$ cat src/rtl/alu_op_sequencer_if.sv
// Handshake and ALU-drive bundle for alu_op_sequencer.
// slave is the sequencer's view; master is the view of whatever drives it.
interface alu_op_sequencer_if;
  logic       cmd_valid;
  logic       cmd_ready;
  logic [3:0] cmd_a;
  logic [3:0] cmd_b;
  logic [1:0] cmd_sel;

  logic [3:0] alu_a;
  logic [3:0] alu_b;
  logic [1:0] alu_sel;
  logic [3:0] alu_y;
  logic       alu_z;

  logic       res_valid;
  logic       res_ready;
  logic [3:0] res_y;
  logic       res_z;
  logic [1:0] res_sel;

  logic       busy;
  logic [7:0] op_count;

  modport slave (
    input  cmd_valid, cmd_a, cmd_b, cmd_sel, alu_y, alu_z, res_ready,
    output cmd_ready, alu_a, alu_b, alu_sel, res_valid, res_y, res_z, res_sel,
           busy, op_count
  );

  modport master (
    output cmd_valid, cmd_a, cmd_b, cmd_sel, alu_y, alu_z, res_ready,
    input  cmd_ready, alu_a, alu_b, alu_sel, res_valid, res_y, res_z, res_sel,
           busy, op_count
  );
endinterface

$ cat src/rtl/alu_op_sequencer.sv
// Queues ALU commands, drives each onto a combinational ALU for SETTLE cycles,
// then captures and presents the result through a valid/ready handshake.
module alu_op_sequencer #(
  parameter int FIFO_DEPTH = 4,
  parameter int SETTLE     = 1
) (
  input  logic               clk,
  input  logic               rst_n,
  alu_op_sequencer_if.slave  bus
);

  localparam int PTR_W = $clog2(FIFO_DEPTH);
  localparam int CNT_W = $clog2(SETTLE + 1);
  localparam int ENT_W = 10;

  typedef enum logic [1:0] {
    IDLE,
    WAIT,
    DONE
  } state_t;

  state_t             state;
  logic [ENT_W-1:0]   mem [FIFO_DEPTH];
  logic [PTR_W-1:0]   wr_ptr;
  logic [PTR_W-1:0]   rd_ptr;
  logic [PTR_W:0]     count;
  logic [CNT_W-1:0]   settle_cnt;
  logic [ENT_W-1:0]   head;
  logic               full;
  logic               empty;
  logic               push;
  logic               pop;
  logic               res_done;

  assign full     = (count == (PTR_W+1)'(FIFO_DEPTH));
  assign empty    = (count == '0);
  // Ready is forced low while reset is held so nothing is accepted into a FIFO being cleared.
  assign bus.cmd_ready = rst_n && !full;
  assign push     = bus.cmd_valid && bus.cmd_ready;
  assign head     = mem[rd_ptr];
  assign res_done = (state == DONE) && bus.res_valid && bus.res_ready;
  assign pop      = !empty && ((state == IDLE) || res_done);
  assign bus.busy = (state != IDLE) || !empty;

  always_ff @(posedge clk) begin
    if (push) begin
      mem[wr_ptr] <= {bus.cmd_a, bus.cmd_b, bus.cmd_sel};
    end
  end

  always_ff @(posedge clk) begin
    if (!rst_n) begin
      state         <= IDLE;
      wr_ptr        <= '0;
      rd_ptr        <= '0;
      count         <= '0;
      settle_cnt    <= '0;
      bus.alu_a     <= '0;
      bus.alu_b     <= '0;
      bus.alu_sel   <= '0;
      bus.res_y     <= '0;
      bus.res_z     <= 1'b0;
      bus.res_sel   <= '0;
      bus.res_valid <= 1'b0;
      bus.op_count  <= '0;
    end else begin
      if (push) begin
        wr_ptr <= wr_ptr + 1'b1;
      end
      if (pop) begin
        rd_ptr <= rd_ptr + 1'b1;
      end
      case ({push, pop})
        2'b10:   count <= count + 1'b1;
        2'b01:   count <= count - 1'b1;
        default: count <= count;
      endcase

      case (state)
        IDLE: begin
          if (!empty) begin
            bus.alu_a   <= head[9:6];
            bus.alu_b   <= head[5:2];
            bus.alu_sel <= head[1:0];
            settle_cnt  <= CNT_W'(SETTLE);
            state       <= WAIT;
          end
        end

        // Operands have been stable on the ALU for SETTLE cycles when the counter leaves 1.
        WAIT: begin
          settle_cnt <= settle_cnt - 1'b1;
          if (settle_cnt == CNT_W'(1)) begin
            bus.res_y     <= bus.alu_y;
            bus.res_z     <= bus.alu_z;
            bus.res_sel   <= bus.alu_sel;
            bus.res_valid <= 1'b1;
            state         <= DONE;
          end
        end

        DONE: begin
          if (res_done) begin
            bus.res_valid <= 1'b0;
            bus.op_count  <= bus.op_count + 8'd1;
            if (!empty) begin
              bus.alu_a   <= head[9:6];
              bus.alu_b   <= head[5:2];
              bus.alu_sel <= head[1:0];
              settle_cnt  <= CNT_W'(SETTLE);
              state       <= WAIT;
            end else begin
              state       <= IDLE;
            end
          end
        end

        default: state <= IDLE;
      endcase
    end
  end

endmodule

$ cat src/flat_wrapper.sv
// flat-port wrapper written by rule: the top's interface ports become plain ports
module alu_op_sequencer_flat 
#(
  parameter int FIFO_DEPTH = 4,
  parameter int SETTLE     = 1
)
  (clk, rst_n, bus_cmd_valid, bus_cmd_a, bus_cmd_b, bus_cmd_sel, bus_alu_y, bus_alu_z, bus_res_ready, bus_cmd_ready, bus_alu_a, bus_alu_b, bus_alu_sel, bus_res_valid, bus_res_y, bus_res_z, bus_res_sel, bus_busy, bus_op_count);
  alu_op_sequencer_if bus_i ();
  input  logic clk;
  input  logic rst_n;
  input wire logic [$bits(bus_i.cmd_valid)-1:0] bus_cmd_valid;
  input wire logic [$bits(bus_i.cmd_a)-1:0] bus_cmd_a;
  input wire logic [$bits(bus_i.cmd_b)-1:0] bus_cmd_b;
  input wire logic [$bits(bus_i.cmd_sel)-1:0] bus_cmd_sel;
  input wire logic [$bits(bus_i.alu_y)-1:0] bus_alu_y;
  input wire logic [$bits(bus_i.alu_z)-1:0] bus_alu_z;
  input wire logic [$bits(bus_i.res_ready)-1:0] bus_res_ready;
  output wire logic [$bits(bus_i.cmd_ready)-1:0] bus_cmd_ready;
  output wire logic [$bits(bus_i.alu_a)-1:0] bus_alu_a;
  output wire logic [$bits(bus_i.alu_b)-1:0] bus_alu_b;
  output wire logic [$bits(bus_i.alu_sel)-1:0] bus_alu_sel;
  output wire logic [$bits(bus_i.res_valid)-1:0] bus_res_valid;
  output wire logic [$bits(bus_i.res_y)-1:0] bus_res_y;
  output wire logic [$bits(bus_i.res_z)-1:0] bus_res_z;
  output wire logic [$bits(bus_i.res_sel)-1:0] bus_res_sel;
  output wire logic [$bits(bus_i.busy)-1:0] bus_busy;
  output wire logic [$bits(bus_i.op_count)-1:0] bus_op_count;
  assign bus_i.cmd_valid = bus_cmd_valid;
  assign bus_i.cmd_a = bus_cmd_a;
  assign bus_i.cmd_b = bus_cmd_b;
  assign bus_i.cmd_sel = bus_cmd_sel;
  assign bus_i.alu_y = bus_alu_y;
  assign bus_i.alu_z = bus_alu_z;
  assign bus_i.res_ready = bus_res_ready;
  assign bus_cmd_ready = bus_i.cmd_ready;
  assign bus_alu_a = bus_i.alu_a;
  assign bus_alu_b = bus_i.alu_b;
  assign bus_alu_sel = bus_i.alu_sel;
  assign bus_res_valid = bus_i.res_valid;
  assign bus_res_y = bus_i.res_y;
  assign bus_res_z = bus_i.res_z;
  assign bus_res_sel = bus_i.res_sel;
  assign bus_busy = bus_i.busy;
  assign bus_op_count = bus_i.op_count;
  alu_op_sequencer #(.FIFO_DEPTH(FIFO_DEPTH), .SETTLE(SETTLE)) u_core (.clk(clk), .rst_n(rst_n), .bus(bus_i));
endmodule
$ cat config.mk
export PLATFORM = sky130hd
export DESIGN_NAME = alu_op_sequencer_flat
export DESIGN_NICKNAME = d
export VERILOG_FILES = /design/src/rtl/alu_op_sequencer_if.sv /design/src/rtl/alu_op_sequencer.sv /design/src/flat_wrapper.sv
export SDC_FILE = /design/constraint.sdc
export NUM_CORES = 1
export LEC_CHECK = 0
export CELL_PAD_IN_SITES_DETAIL_PLACEMENT = 0
export CELL_PAD_IN_SITES_GLOBAL_PLACEMENT = 2
export CORE_MARGIN = 4
export CORE_UTILIZATION = 25
export CTS_CLUSTER_DIAMETER = 50
export DETAILED_ROUTE_END_ITERATION = 8
export HOLD_SLACK_MARGIN = 0.06
export PLACE_DENSITY_LB_ADDON = 0.1
export SYNTH_ARGS = -nofsm -noshare
export SYNTH_HDL_FRONTEND = slang
export SYNTH_SLANG_ARGS = --single-unit
export TNS_END_PERCENT = 20
$ cat constraint.sdc
create_clock -name clk -period 4.46 [get_ports clk]
set_input_delay 0.669 -clock clk [delete_from_list [all_inputs] [get_ports clk]]
set_output_delay 0.669 -clock clk [all_outputs]
set_load 0.01 [all_outputs]
==> impl_summary.md <==
Synth
The cell area after synthesis is 0.00318 mm^2. The number of nets in the synthesized netlist is 265. Of all cell types, the one taking the most synthesized area is edfxtp_1. In the synthesized netlist, the cells that appear most often are edfxtp_1, dfxtp_1, a21oi_1. Sorting the synthesized cells by area gives the leading types as edfxtp_1, dfxtp_1, mux4_2. The sequential element share of the synthesized area is 0.617. The cell count after synthesis came out at 239.

The fraction of registers with async set/reset is 0. The synthesized netlist contains 34 unique library cells. The number of flops mapped to enable cells by yosys is 40. The Yosys warning count is 0. A synthesized cell averages 13.3 um^2. Of the post-synthesis cell area, the dominant cell type holds 0.378. The flip-flop and latch count after synthesis is 78. The dominant cell by count in the synthesized netlist is edfxtp_1.

The commonest register cell after synthesis is edfxtp_1.

STA
Setup repair after global routing left no endpoint under its margin. For the finished layout, the period the worst path requires is 3.17 ns. The clock arrives with 0.00366 ns of skew. The post-route fraction of the period consumed by the critical path is 0.711.

The slew at the pin closest to its max-slew limit is 0.685 ns. Setup violations remaining at the end of the flow were counted as 0. The worst hold slack is 0.466 ns. The final count of hold timing violations is 0. Headroom to the max-slew limit came out at 0.543. The final setup TNS is 0 ns.

The maximum frequency from static timing analysis is 315 MHz. The max-slew violation total from the final report was 0.

GRT
In the global route stage, overall resource usage came out at 0.101. The number of antenna violations at the first check in global routing is 0. The maximum number of pins on one net before global-route repair is 32.

The first global-routing pass estimated 11200 um of wire. The via count of the first global-routing pass was 2066. The total overflow reported by the global router is 0.

Die
The region available for standard cell placement spans 0.0122 mm^2. The die covers 0.0146 mm^2. In this run the count of I/O pins placed on the die edge is 47. Measured along the x axis, the die boundary spans 121 um. The height of the die is 121 um. After floorplanning, the core was divided into 40 placement rows. The initial core utilization is 0.260.

Placement
Detailed placement finished with a half-perimeter wire length of 4700 um. During placement, the flow inserted port buffers numbering 46. The number of cells after detailed placement is 441. Routability-driven placement finished with a final weighted congestion of 0.685. Once placement finished, the instance area stood at 0.00379 mm^2.

Critical path
The category of the most critical setup path is in -> out. The critical path arrival is 2.50 ns. STA classifies the critical path startpoint as an input pin.

The endpoint class of the critical path is an output port. For the worst setup path, the data required time is 3.79 ns. Along the worst path, the maximum fanout reaches 31.

Final layout
The finished layout holds 457 standard cells, fillers aside. Relative to the synthesized area, the layout overhead comes to 28.9%. The number of nets in the layout is 310. The number of inserted diodes is 0. The post-route cell area is 0.00410 mm^2. The fraction of final layout cells with drive strength greater than 1 is 0.121.

The filler cells instantiated in the layout total 1243.

CTS
The clock input transition at the sequential cells of the worst setup and hold paths is 0.06 ns. The CTS tree is built. The clock tree synthesis step divided the H-tree into 3 levels. The insertion delay to the later sink of the worst-skew pair is 0.33 ns. The root buffer cell chosen for the clock tree is clkbuf_16. The post-cts resize count is 0. The post-CTS setup repair buffer count is 0. The sink count of the clock tree is 78. The number of buffers created by CTS is 9.

The maximum number of buffers from clock root to sink is 2. The number of hold buffers added after CTS is 0.

Detailed routing
The count of TritonRoute iterations in the first routing pass is 4. The remaining antenna violation count after routing is 0. The total number of vias is 2058. In this run, the number of DRC markers left after iteration 0 of detailed routing was 74. In the final routed layout, each cell accounts on average for 15.5 um. The detailed-route wire length is 7070 um. The remaining routing DRC violations is 0. After detailed routing, the number of vias per cell comes to 4.50.

Hold path
The path class of the tightest hold or removal check is reg -> reg.

Pwr
The cell area power density is 566 mW/mm^2. The worst supply voltage drop on vdd is 0.178 mV. The total power of the final layout is 2.32 mW. In this run the static leakage power is 1.42 nW.

Job
The number of max-capacitance violations reported is 0.

Run status
The run finished with clean final reports.
-- routing by layer --
metal | share of wire | vias to the layer above | track usage
li1 | - | 1001 | -
met1 | 0.45 | 993 | 0.130
met2 | 0.48 | 56 | 0.154
met3 | 0.054 | 8 | 0.0271
met4 | 0.017 | 0 | 0.0531
met5 | 0 | - | 0
-- power breakdown --
part / switching, mW / internal, mW
Clock: 0.310 / 0.441
Combinational: 0.297 / 0.305
Sequential: 0.109 / 0.858
-- per-stage QoR --
step	util	setup slack (ns)
after floorplan	-	2.05
after global placement	0.311	1.10
after detailed placement	0.311	1.03
after CTS	0.336	1.23
after global routing	0.336	1.18
final	0.336	1.29
-- state kept, by name, summed over array words and instances (netlist names), 2 cells and up, named ones only --
register             flops
u_core.mem              40
u_core.rd_ptr            2
u_core.state             2
u_core.bus.alu_b         4
u_core.bus.alu_a         4
u_core.bus.alu_sel       2
u_core.wr_ptr            2
u_core.bus.res_sel       2
u_core.bus.op_count      8
u_core.bus.res_y         4
u_core.count             3
-- cell families after synthesis --
logic type | synth area share
flip-flops | 0.617
AND/OR/NAND/NOR | 0.103
AO/OA/AOI/OAI | 0.0842
buffers and inverters | 0.0362
multiplexers | 0.118
adder cells (fa/ha/maj) | 0.0299
XOR/XNOR | 0.0110
-- worst paths after layout --
| check | end | from | slack [ns] | cells after the start |
|---|---|---|---|---|
| worst max-delay path | bus_cmd_ready | rst_n | 1.29 | 5 |
| worst min-delay path | u_core.bus.op_count[7] | u_core.bus.op_count[7] | 0.47 | 2 |
| worst max register to register | u_core.count[2] | u_core.state[1] | 2.00 | 8 |
| worst min register to register | u_core.bus.op_count[7] | u_core.bus.op_count[7] | 0.47 | 2 |
-- cell usage in the layout, fill, tap and decap left out, types with 2 or more instances in the layout --
| cell type | Yosys | final |
|---|---|---|
| clkdlybuf4s50_1 | 0 | 46 |
| edfxtp_1 | 40 | 40 |
| dfxtp_1 | 38 | 38 |
| a21oi_1 | 22 | 22 |
| o31ai_1 | 15 | 15 |
| mux2i_1 | 14 | 14 |
| nand4_1 | 13 | 13 |
| nor2_1 | 11 | 11 |
| inv_1 | 10 | 10 |
| nand2_1 | 10 | 10 |
| mux4_2 | 10 | 10 |
| clkbuf_16 | 0 | 9 |
| ha_1 | 6 | 6 |
| and2_1 | 4 | 4 |
| or4_1 | 4 | 4 |
| inv_6 | 0 | 4 |
| nand3_1 | 3 | 3 |
| o21ai_0 | 3 | 3 |
| xnor2_1 | 3 | 3 |
| nand2b_1 | 3 | 3 |
| buf_4 | 1 | 3 |
| nor3_1 | 2 | 2 |
| or3_1 | 2 | 2 |
-- worst max-delay path, stage by stage --
cell	delay, ns
clkdlybuf4s50_1	0.73
inv_1	0.12
buf_4	0.27
a21oi_1	0.15
clkdlybuf4s50_1	0.55
-- area by class of cell --
cell class                 count  area [um^2]  area share
multi-input combinational    136         1100       0.269
clock inverter                 7         77.6      0.0189
sequential                    78         1960       0.479
clock buffer                   9          225      0.0550
timing repair buffer          49          483       0.118
tap                          168          210      0.0513
inverter                      10         37.5     0.00916
No activity file was read; power rests on OpenSTA's default activity.
